$ cat config.mk
export PLATFORM = sky130hd
export DESIGN_NAME = fifo_wr_arbiter
export DESIGN_NICKNAME = d
export VERILOG_FILES = /design/src/rtl/fifo_arb_pkg.sv /design/src/rtl/fifo_rr_pick.sv /design/src/rtl/fifo_wr_arbiter.sv
export SDC_FILE = /design/constraint.sdc
export NUM_CORES = 1
export LEC_CHECK = 0
export ABC_AREA = 1
export BUFFER_PORTS_ARGS = -buffer_cell sky130_fd_sc_hd__buf_2
export CORE_MARGIN = 4
export CORE_UTILIZATION = 44
export CTS_CLUSTER_DIAMETER = 50
export DETAILED_ROUTE_END_ITERATION = 10
export GPL_TIMING_DRIVEN = 1
export HOLD_SLACK_MARGIN = 0.15
export PLACE_DENSITY = 0.79
export SETUP_SLACK_MARGIN = 0.1
export SYNTH_ARGS = -nofsm -noshare
export SYNTH_HDL_FRONTEND = slang
export SYNTH_SLANG_ARGS = --single-unit
$ cat constraint.sdc
create_clock -name clk -period 1.88 [get_ports clk]
set_clock_uncertainty 0.15 [all_clocks]
set_input_delay 0.376 -clock clk [delete_from_list [all_inputs] [get_ports clk]]
set_output_delay 0.376 -clock clk [all_outputs]
set_load 0.05 [all_outputs]
$ cat src/rtl/fifo_arb_pkg.sv
// Shared types for the FIFO write-port arbiter.
// Grant-state encoding and grant index width helper.
package fifo_arb_pkg;

  typedef enum logic {
    IDLE  = 1'b0,
    GRANT = 1'b1
  } state_t;

  function automatic int grant_width(input int n);
    return (n > 2) ? $clog2(n) : 1;
  endfunction

endpackage

$ cat src/rtl/fifo_rr_pick.sv
// Rotating-priority encoder: first set request at or after ptr,
// wrapping modulo NUM_REQ.
module fifo_rr_pick
  import fifo_arb_pkg::*;
#(
  parameter int NUM_REQ = 4,
  parameter int GW      = grant_width(NUM_REQ)
) (
  input  logic [NUM_REQ-1:0] req,
  input  logic [GW-1:0]      ptr,
  output logic [GW-1:0]      idx,
  output logic               any
);

  int          j;
  logic [GW-1:0] jj;

  // Scan from farthest to nearest so the nearest hit wins.
  always_comb begin
    idx = '0;
    any = 1'b0;
    j   = 0;
    jj  = '0;
    for (int k = NUM_REQ - 1; k >= 0; k--) begin
      j = int'(ptr) + k;
      if (j >= NUM_REQ) j = j - NUM_REQ;
      jj = GW'(j);
      if (req[jj]) begin
        idx = jj;
        any = 1'b1;
      end
    end
  end

endmodule

$ cat src/rtl/fifo_wr_arbiter.sv
// Round-robin arbiter sharing one FIFO write port among producers,
// with bounded bursts and full-flag back-pressure.
module fifo_wr_arbiter
  import fifo_arb_pkg::*;
#(
  parameter  int NUM_REQ    = 4,
  parameter  int DATA_WIDTH = 8,
  parameter  int BURST_MAX  = 4,
  localparam int GW         = grant_width(NUM_REQ)
) (
  input  logic                          clk,
  input  logic                          rst_n,
  input  logic [NUM_REQ-1:0]            req_valid,
  input  logic [NUM_REQ*DATA_WIDTH-1:0] req_data,
  output logic [NUM_REQ-1:0]            req_ready,
  input  logic                          fifo_full,
  output logic                          fifo_wr_en,
  output logic [DATA_WIDTH-1:0]         fifo_wr_data,
  output logic [GW-1:0]                 grant_id,
  output logic                          busy
);

  localparam int            CW   = $clog2(BURST_MAX + 1);
  localparam logic [GW-1:0] LAST = GW'(NUM_REQ - 1);

  state_t        state;
  state_t        state_n;
  logic [GW-1:0] rr_ptr;
  logic [GW-1:0] rr_ptr_n;
  logic [GW-1:0] grant_n;
  logic [GW-1:0] pick_idx;
  logic [GW-1:0] g_next;
  logic [CW-1:0] burst_cnt;
  logic [CW-1:0] burst_n;
  logic [CW-1:0] cnt_inc;
  logic          pick_any;
  logic          g_valid;
  logic          xfer;

  fifo_rr_pick #(
    .NUM_REQ (NUM_REQ),
    .GW      (GW)
  ) u_pick (
    .req (req_valid),
    .ptr (rr_ptr),
    .idx (pick_idx),
    .any (pick_any)
  );

  always_ff @(posedge clk) begin
    if (!rst_n) begin
      state     <= IDLE;
      grant_id  <= '0;
      rr_ptr    <= '0;
      burst_cnt <= '0;
    end else begin
      state     <= state_n;
      grant_id  <= grant_n;
      rr_ptr    <= rr_ptr_n;
      burst_cnt <= burst_n;
    end
  end

  assign g_valid = req_valid[grant_id];
  assign cnt_inc = burst_cnt + CW'(1);
  assign g_next  = (grant_id == LAST) ? '0 : grant_id + GW'(1);

  // rst_n gates the handshake so a reset cycle never writes.
  assign xfer = rst_n && (state == GRANT) && g_valid && !fifo_full;

  assign fifo_wr_en = xfer;
  assign busy       = (state == GRANT);

  always_comb begin
    req_ready    = '0;
    fifo_wr_data = '0;
    if (rst_n && state == GRANT)
      req_ready[grant_id] = ~fifo_full;
    if (xfer)
      fifo_wr_data = req_data[grant_id*DATA_WIDTH +: DATA_WIDTH];
  end

  always_comb begin
    state_n  = state;
    grant_n  = grant_id;
    rr_ptr_n = rr_ptr;
    burst_n  = burst_cnt;
    unique case (state)
      IDLE: begin
        if (pick_any) begin
          state_n = GRANT;
          grant_n = pick_idx;
          burst_n = '0;
        end
      end
      GRANT: begin
        if (!g_valid) begin
          state_n  = IDLE;
          rr_ptr_n = g_next;
        end else if (xfer) begin
          burst_n = cnt_inc;
          if (cnt_inc == CW'(BURST_MAX)) begin
            state_n  = IDLE;
            rr_ptr_n = g_next;
          end
        end
      end
      default: state_n = IDLE;
    endcase
  end

endmodule

==> results.yml, run 1 <==
setup_path:
  cp_slowest_cell: "dfxtp_4"
  crit_fanout: 7
  cp.buffers_inverters: 3
  reg2reg_depth: 12
  path_depth: 6
  crit_type: "reg -> out"
  slowest_delay_ns: 0.39
  required_ns: 1.35
  reg2reg_setup_slack_ns: 0.15
  r2r-start: "grant_id[0]"
  path_delay_family: "buffers and inverters"
  cp.arrival_ns: 1.55
  setup.worst_path.end_class: "primary output"
  timing.rr.end: "rr_ptr[1]"
  cp-start-kind: "flop"
  crit_path_cell_trace: "inv_1 > buf_4 > nor2_1 > o21ai_0 > a21oi_4 > buf_6"
floorplan:
  core_um2: 2040
  die_y_um: 55.5
  io_pins: 55
  die_w_um: 55.5
  initial_utilization: 0.486
  row_count: 16
  die_area_um2: 3080
power:
  p_int_uw: 886
  ir_drop_mv: 1.09
  seqPwrFrac: 0.153
  powerDensity_nw_per_um2: 1220
  total_power_uw: 2100
  cellLeakagePower_uw: 0.000851
  power_frac_clock: 0.073
  p_sw_frac: 0.578
  p_comb_frac: 0.774
  p_sw_uw: 1210
clock_network:
  clk_path_buf_depth: 2
  clock_latency_ns: 0.28
  cts.sinks: 8
  cts_made_buffers: 3
  cts_tree: "yes"
  htreeDepth: 1
  clockRootBuffer: "clkbuf_4"
  clk_pin_slew_worst_paths_ns: 0.06
  cts_hold_buf: 0
synthesis:
  yosysSeqAreaShare: 0.161
  synthCells: 177
  yosysWarnings: 0
  synth.net_count: 222
  netlist.area_leader.share: 0.161
  synth_top_cell_by_area: "dfxtp_1"
  yosys_register_bits: 8
  avgSynthCellArea_um2: 5.61
  netlist_area_um2: 992
  synth_area_leaders: "dfxtp_1 16%, nor2_1 16%, nand2_1 15%"
  synth_cell_types: 26
finish:
  nets: 295
  fill_cells: 128
  register_area_um2: 170
  area_growth_pct: 72.6
  drive_gt1_frac: 0.484
  fin_util: 0.839
  multiInputGateArea_um2: 852
  antenna_cells: 0
worst_hold_path:
  whs_path_depth: 4
  worstHoldPathType: "in -> reg"
  holdPathEnd: "busy"
  worstHoldStart: "rst_n"
routing:
  drt_wl_total_um: 4200
  route.detailed.drc: 0
  viasPerCell: 5.43
  dr_total_vias: 1493
  ant_nets: 0
  drt_iter0_drc: 54
  routedWlPerCell_um: 15.3
  dr.pass1.iters: 4
global_route:
  grt_max_degree: 16
  grt_pass1_vias: 1397
  track_usage: 0.255
  grt_overflow: 0
  grt_first_pass_wirelength_um: 6380
  antenna_found_initial: 0
job:
  cap_violations: 0
status:
  status: "complete, but fails checks"
  violations: "negative setup slack"
sta:
  period_share: 1.11
  min_period_ns: 2.08
  worst_pin_slew_ns: 0.427
  slew_headroom: 0.713
  drv_slew: 0
  fin_setup_tns_ns: -1.59
  finalSetupViolations: 11
  max_freq_ghz: 0.481
  final.setup.worst_slack_ns: -0.200
  rsz0062_at_grt: "yes"
  hold_viol: 0
place:
  dp_hpwl_um: 2680
  gp_congestion: 0.910
  port_buffers: 54
[final cells by class]
class	count	area share
flip-flops and latches	8	0.0993
well taps	27	0.0197
repair buffers	76	0.319
clock buffers	3	0.0131
multi-input cells	142	0.497
inverters	19	0.0511
[cells in the final DEF, fill, tap and decap left out, types with 2 or more instances in the layout]
| cell | Yosys | routed |
|---|---|---|
| a21oi_1 | 12 | 3 |
| a21oi_2 | 2 | 3 |
| a21oi_4 | 0 | 8 |
| buf_2 | 2 | 41 |
| buf_4 | 3 | 17 |
| buf_6 | 1 | 15 |
| buf_8 | 0 | 3 |
| clkbuf_4 | 0 | 3 |
| dfxtp_1 | 8 | 4 |
| dfxtp_2 | 0 | 2 |
| dfxtp_4 | 0 | 2 |
| ha_1 | 6 | 6 |
| inv_1 | 17 | 14 |
| inv_4 | 0 | 2 |
| nand2_1 | 39 | 35 |
| nand2_2 | 5 | 9 |
| nand3_1 | 5 | 5 |
| nor2_1 | 41 | 36 |
| nor2_4 | 0 | 5 |
| o21ai_0 | 22 | 18 |
| o21ai_1 | 0 | 3 |
| o21ai_2 | 1 | 2 |
[worst register-to-register path, stage by stage, from the launching register on]
cell and delay [ns]:
dfxtp_4 0.39, inv_4 0.05, nand2_2 0.05, nand2_1 0.06, nand2_1 0.07, o21ai_2 0.07
buf_4 0.14, buf_4 0.13, buf_4 0.13, nand2_1 0.07, nand2_2 0.09, o21ai_0 0.17
a21oi_1 0.05
[how the worst max path moves through the flow]
| stage | from | to | slack [ns] |
|---|---|---|---|
| finish | grant_id[1] | fifo_wr_data[2] | -0.20 |
| global route | grant_id[0] | fifo_wr_data[5] | -0.27 |
| CTS | grant_id[0] | fifo_wr_data[2] | -0.17 |
| detailed placement | req_valid[0] | fifo_wr_data[2] | -0.14 |
| global placement | grant_id[0] | fifo_wr_data[5] | -0.05 |
| floorplan | grant_id[0] | fifo_wr_data[0] | -0.04 |
[synthesized netlist by cell type]
| cell type | instances |
|---|---|
| inv_2 | 1 |
| inv_8 | 1 |
| nor2_1 | 41 |
| xor2_1 | 1 |
| and2_4 | 1 |
| clkbuf_1 | 2 |
| nand2_2 | 5 |
| a31oi_1 | 1 |
| a21oi_2 | 2 |
| a211oi_1 | 1 |
| nand3_2 | 1 |
| nand2_1 | 39 |
| nand2_4 | 1 |
| dfxtp_1 | 8 |
| o21ai_0 | 22 |
| ha_1 | 6 |
| o211ai_1 | 1 |
| buf_4 | 3 |
| nor2_2 | 1 |
| buf_2 | 2 |
| o21a_1 | 1 |
| buf_6 | 1 |
| o21ai_2 | 1 |
| nand3_1 | 5 |
| a21oi_1 | 12 |
| inv_1 | 17 |
[per-layer routing]
metal  routed length [µm]  GRT usage  up-vias
met5                    0          0        -
met4                  177      0.118        0
met3                  354     0.0676       21
met2                 2140      0.444       82
met1                 1530      0.286      687
li1                     -          -      703
[power by group through the flow]
stage          Combinational [µW]  Sequential [µW]  Clock, µW
6_report                     1620              321        153
4_1_cts                      1480              309        150
3_5_place_dp                 1370              310          0
3_3_place_gp                 1320              310          0
2_1_floorplan                1020              370          0
5_1_grt                      1740              331        163
[cells by family (layout without fill, tap and decap cells)]
group / after synthesis / count (layout) / synth area share
xor+xnor: 1 / 1 / 0.00883
fa+ha+maj: 6 / 6 / 0.0757
flops: 8 / 8 / 0.161
compound gates: 41 / 41 / 0.227
buf+inv: 27 / 98 / 0.131
simple gates: 94 / 94 / 0.396
[metrics by stage]
stage | setup WS, ns | instances | instance area (µm²) | hold WS, ns
2_1_floorplan | -0.0447 | 177 | 1140 | 0.312
3_3_place_gp | -0.0525 | 264 | 1480 | 0.323
3_5_place_dp | -0.136 | 264 | 1480 | 0.346
4_1_cts | -0.170 | 273 | 1670 | 0.348
5_1_grt | -0.271 | 275 | 1710 | 0.376
6_report | -0.200 | 275 | 1710 | 0.342
[sequential cells by signal (all words and copies together) (netlist names)]
register / flops
burst_cnt: 3
busy: 1
grant_id: 2
rr_ptr: 2
[what timing repair did]
item / CTS / global route
gates cloned: 0 / 0
setup endpoints to repair: 13 / 20
pin swaps: 5 / 5
resized for setup: 42 / 9
buffers inserted: 6 / 2
Note: power is estimated with default switching activity, not from simulation.
==> run 2: changes to the inputs <==
Settings changed: CORE_UTILIZATION 44 to 42, PLACE_DENSITY 0.79 to 0.76.
==> run 2 against run 1 <==
Via count fell by 8.2%. Combinational power fell by 6%. Die area rose by 4.1%. Largest power group unchanged. The flow still finishes with violations (negative setup slack). Critical path depth did not move. Critical endpoint is now fifo_wr_data[6]. Design area fell by 0.88%. Wire length fell by 18%. Largest cell class unchanged. Core utilization fell by 7.9 points. Register-to-register slack improved by 0.07 ns. First-iteration DRC count fell by 20%. Sequential power fell by 5%. Sequential cell count did not move. Total power fell by 5.7%.
==> results.yml, run 2 (same netlist as run 1, synthesis figures left out) <==
status:
  status: "complete, but fails checks"
  violations: "negative setup slack"
finish:
  top_register: "burst_cnt"
  antenna_cells: 0
  area_growth_pct: 71.1
  reg_top3: "burst_cnt (3), grant_id (2), rr_ptr (2)"
  fin_area_um2: 1700
  nets: 294
  layout_commonest_cell: "buf_2"
  largest_reg_flops: 3
  final_cell_mix: "41 x buf_2, 37 x nand2_1, 36 x nor2_1, 18 x buf_4, 14 x inv_1"
  fin_util: 0.760
  drive_gt1_frac: 0.468
setup_path:
  slowest_delay_ns: 0.38
  reg2reg_depth: 8
  setup.worst_path.end_class: "primary output"
  required_ns: 1.35
  crit_fanout: 8
  cp-start-kind: "flop"
  crit_type: "reg -> out"
  cp.arrival_ns: 1.49
  cp_slowest_cell: "dfxtp_4"
  cp.buffers_inverters: 2
  crit_path_cell_trace: "o21ai_0 > o21ai_2 > nand2_2 > buf_12 > a21oi_4 > buf_6"
  path_delay_family: "compound AO/OA/AOI/OAI gates"
  path_depth: 6
power:
  p_sw_frac: 0.561
  p_comb_frac: 0.768
  ir_drop_mv: 0.817
  cellLeakagePower_uw: 0.000851
  power_frac_clock: 0.077
  powerDensity_nw_per_um2: 1160
  seqPwrFrac: 0.155
  p_sw_uw: 1110
  p_int_uw: 868
clock_network:
  clk_path_buf_depth: 2
  clk_pin_slew_worst_paths_ns: 0.07
  htreeDepth: 1
  cts.sinks: 8
  cts_tree: "yes"
  clock_latency_ns: 0.27
  clockRootBuffer: "clkbuf_4"
  cts_made_buffers: 3
sta:
  min_period_ns: 2.01
  final.setup.worst_slack_ns: -0.134
  finalSetupViolations: 13
  drv_slew: 0
  period_share: 1.07
  worst_pin_slew_ns: 0.342
  rsz0062_at_grt: "yes"
  slew_headroom: 0.769
  max_freq_ghz: 0.497
  hold_viol: 0
global_route:
  grt_pass1_vias: 1264
  grt_overflow: 0
  antenna_found_initial: 0
  grt_first_pass_wirelength_um: 5380
  grt_max_degree: 20
  track_usage: 0.202
worst_hold_path:
  worstHoldPathType: "reg -> reg"
  whs_path_depth: 2
routing:
  wl_met1_um: 1400
  routedWlPerCell_um: 12.5
  route.detailed.drc: 0
  drt_iter0_drc: 43
  viasPerCell: 4.96
  top_layer: "met4"
  met2WireLength_um: 1760
  dr_total_vias: 1370
  drt_wl_total_um: 3440
  wl_met3_um: 247
  dr.pass1.iters: 4
  ant_nets: 0
floorplan:
  die_area_um2: 3200
  row_count: 17
  io_pins: 55
  die_w_um: 56.6
  core_um2: 2230
  initial_utilization: 0.444
  die_y_um: 56.6
place:
  port_buffers: 54
  place_area_um2: 1500
  gp_congestion: 0.852
  dp_hpwl_um: 2490
job:
  cap_violations: 0
-- run 2: cell count changes in the layout (fill, tap and decap cells not counted) --
cell	change
buf_6	-3
buf_4	+1
buf_12	+1
inv_2	+2
a21oi_1	+1
o21ai_1	+7
nand2_2	-2
inv_4	-2
a21oi_2	-1
clkbuf_1	+1
nand2_1	+2
o21ai_0	-7
-- run 2: repair_timing --
action,4_1_cts,5_1_grt
hold buffers,0,0
gates resized for setup,29,21
buffers inserted,3,3
pin swaps,3,3
endpoints found under the setup margin,13,19
-- run 2: worst paths after layout --
kind           startpoint               to  slack [ns]
max           grant_id[0]  fifo_wr_data[6]       -0.13
max reg2reg   grant_id[0]        rr_ptr[0]        0.22
min reg2reg  burst_cnt[2]     burst_cnt[2]        0.34
min          burst_cnt[2]     burst_cnt[2]        0.34
-- run 2: area by class of cell --
cell class	count	area (µm²)
Timing Repair Buffer	75	541
Clock buffer	4	26.3
Sequential cell	8	170
Tap cell	28	35.0
Inverter	19	82.6
Multi-Input combinational cell	142	843
Fill cell	172	536
-- run 2: power by group through the flow --
stage	combinational (µW)	clock [µW]	sequential (µW)
2_1_floorplan	1020	0	370
3_3_place_gp	1310	0	304
3_5_place_dp	1350	0	306
4_1_cts	1430	153	301
5_1_grt	1660	163	314
6_report	1520	152	306
-- run 2: layer usage --
layer,GRT usage,up-vias
met1,0.219,615
met2,0.389,46
met3,0.0391,5
met4,0.0542,0
li1,-,704
met5,0,-
-- run 2: stage by stage --
| step | std cells | hold WS (ns) | power, µW | worst slack, ns | TNS (ns) |
|---|---|---|---|---|---|
| 2_1_floorplan | 177 | 0.312 | 1390 | -0.0447 | -0.358 |
| 3_3_place_gp | 266 | 0.322 | 1610 | -0.00869 | -0.0569 |
| 3_5_place_dp | 266 | 0.340 | 1650 | -0.0558 | -0.427 |
| 4_1_cts | 273 | 0.348 | 1880 | -0.185 | -1.65 |
| 5_1_grt | 276 | 0.381 | 2140 | -0.205 | -2.09 |
| 6_report | 276 | 0.345 | 1980 | -0.134 | -1.18 |
-- run 2: tightest hold or removal path, delay by kind of cell, from the launching register on --
family / cells / cell delay (ns)
AND/OR/NAND/NOR: 1 / 0.08
AO/OA/AOI/OAI: 1 / 0.06
flip-flops: 1 / 0.32
==> run 3: changes to the inputs <==
Settings changed: SKIP_LAST_GASP set to 1.
==> run 3 against run 2 <==
The flow still finishes with violations (negative setup slack). Sequential share of layout area hardly changed. Core utilization is 0.22 points lower. Clock power hardly changed. Non-clock buffer count stayed put. Via count is 1.9% lower. Die area stayed put. Cell count stayed put. Critical path type unchanged. Largest cell class unchanged. Largest power group unchanged.
==> results.yml, run 3 (same netlist as run 1, synthesis figures left out) <==
power:
  powerDensity_nw_per_um2: 1160
  cellLeakagePower_uw: 0.000850
  ir_drop_mv: 0.811
setup_path:
  path_delay_family: "compound AO/OA/AOI/OAI gates"
  setup.worst_path.end_class: "primary output"
  crit_type: "reg -> out"
  cp_slowest_cell: "dfxtp_4"
  cp.arrival_ns: 1.48
  required_ns: 1.35
  cp.buffers_inverters: 2
  slowest_delay_ns: 0.37
  crit_path_cell_trace: "o21ai_0 > o21ai_2 > nand2_2 > buf_12 > a21oi_4 > buf_6"
  crit_fanout: 8
  cp-start-kind: "flop"
worst_hold_path:
  worstHoldPathType: "reg -> reg"
sta:
  worst_pin_slew_ns: 0.342
  final.setup.worst_slack_ns: -0.127
  finalSetupViolations: 13
  hold_viol: 0
  min_period_ns: 2.01
  fin_setup_tns_ns: -1.10
  max_freq_ghz: 0.498
  drv_slew: 0
  period_share: 1.07
  slew_headroom: 0.769
  rsz0062_at_grt: "yes"
clock_network:
  clock_latency_ns: 0.27
  cts_made_buffers: 3
  htreeDepth: 1
  clk_path_buf_depth: 2
  cts_tree: "yes"
  clockRootBuffer: "clkbuf_4"
  clk_pin_slew_worst_paths_ns: 0.06
  cts_hold_buf: 0
  cts.sinks: 8
floorplan:
  core_um2: 2230
  die_w_um: 56.6
  row_count: 17
  initial_utilization: 0.444
  io_pins: 55
  die_y_um: 56.6
  die_area_um2: 3200
place:
  dp_hpwl_um: 2490
  port_buffers: 54
  gp_congestion: 0.852
  place_ws_ns: -0.0558
  post-place-cells: 266
global_route:
  grt_overflow: 0
  track_usage: 0.202
  grt_max_degree: 20
  grt_pass1_vias: 1264
  antenna_found_initial: 0
  top_usage_layer: "met2"
  grt_first_pass_wirelength_um: 5380
  grtUsageMet2: 0.389
  gr-usage-met1: 0.219
  grt_util_met3: 0.0391
routing:
  routedWlPerCell_um: 12.2
  dr_total_vias: 1344
  drt_iter0_drc: 62
  drt_wl_total_um: 3380
  route.detailed.drc: 0
  dr.pass1.iters: 4
  ant_nets: 0
  viasPerCell: 4.87
finish:
  antenna_cells: 0
  drive_gt1_frac: 0.464
  final_cells: 276
  largest_reg_flops: 3
  final_cell_mix: "41 x buf_2, 37 x nand2_1, 36 x nor2_1, 18 x buf_4, 14 x inv_1"
  top_register: "burst_cnt"
  layout_commonest_cell: "buf_2"
  area_growth_pct: 70.6
  reg_top3: "burst_cnt (3), grant_id (2), rr_ptr (2)"
  nets: 294
status:
  status: "complete, but fails checks"
  violations: "negative setup slack"
job:
  cap_violations: 0
run 3: cell counts in the layout (fill, tap and decap cells not counted):
Identical to the previous run, type by type.
run 3: what timing repair did:
item,CTS,global route
pin swaps,3,3
gates resized for setup,29,20
buffers inserted,3,3
setup endpoints to repair,13,19
run 3: tightest hold or removal path, cell delays in order, from the launching register on:
cell and delay [ns]:
dfxtp_1 0.32, nand2_1 0.08, o21ai_2 0.06
run 3: final timing paths:
path / end / slack, ns / depth (start not counted) / from
max reg2reg: burst_cnt[0] / 0.24 / 8 / grant_id[0]
max: fifo_wr_data[3] / -0.13 / 6 / grant_id[0]
min reg2reg: burst_cnt[2] / 0.35 / 2 / burst_cnt[2]
min: burst_cnt[2] / 0.35 / 2 / burst_cnt[2]
run 3: where the power goes:
part | leakage [µW] | switching (µW) | internal, µW
registers | 0.0000674 | 74.6 | 231
clock network | 0.0000150 | 69.0 | 81.8
logic | 0.000768 | 952 | 552
total | 0.000850 | 1100 | 865
run 3: layer usage:
| layer | vias to the layer above | wire [µm] |
|---|---|---|
| met3 | 5 | 253 |
| li1 | 702 | - |
| met5 | - | 0 |
| met1 | 599 | 1340 |
| met4 | 0 | 27 |
| met2 | 38 | 1760 |
run 3: final cells by class:
| class | instances | area (µm²) |
|---|---|---|
| Multi-Input combinational cell | 142 | 838 |
| Tap cell | 28 | 35.0 |
| Sequential cell | 8 | 170 |
| Timing Repair Buffer | 75 | 541 |
| Clock buffer | 4 | 26.3 |
| Fill cell | 173 | 541 |
| Inverter | 19 | 82.6 |
run 3: stage by stage:
step	instance area, µm²	hold slack [ns]	power, µW	utilization
finish	1690	0.346	1960	0.758
floorplan	1140	0.312	1390	-
global placement	1500	0.322	1610	0.672
global route	1690	0.375	2130	0.758
detailed placement	1500	0.340	1650	0.672
CTS	1640	0.348	1880	0.732
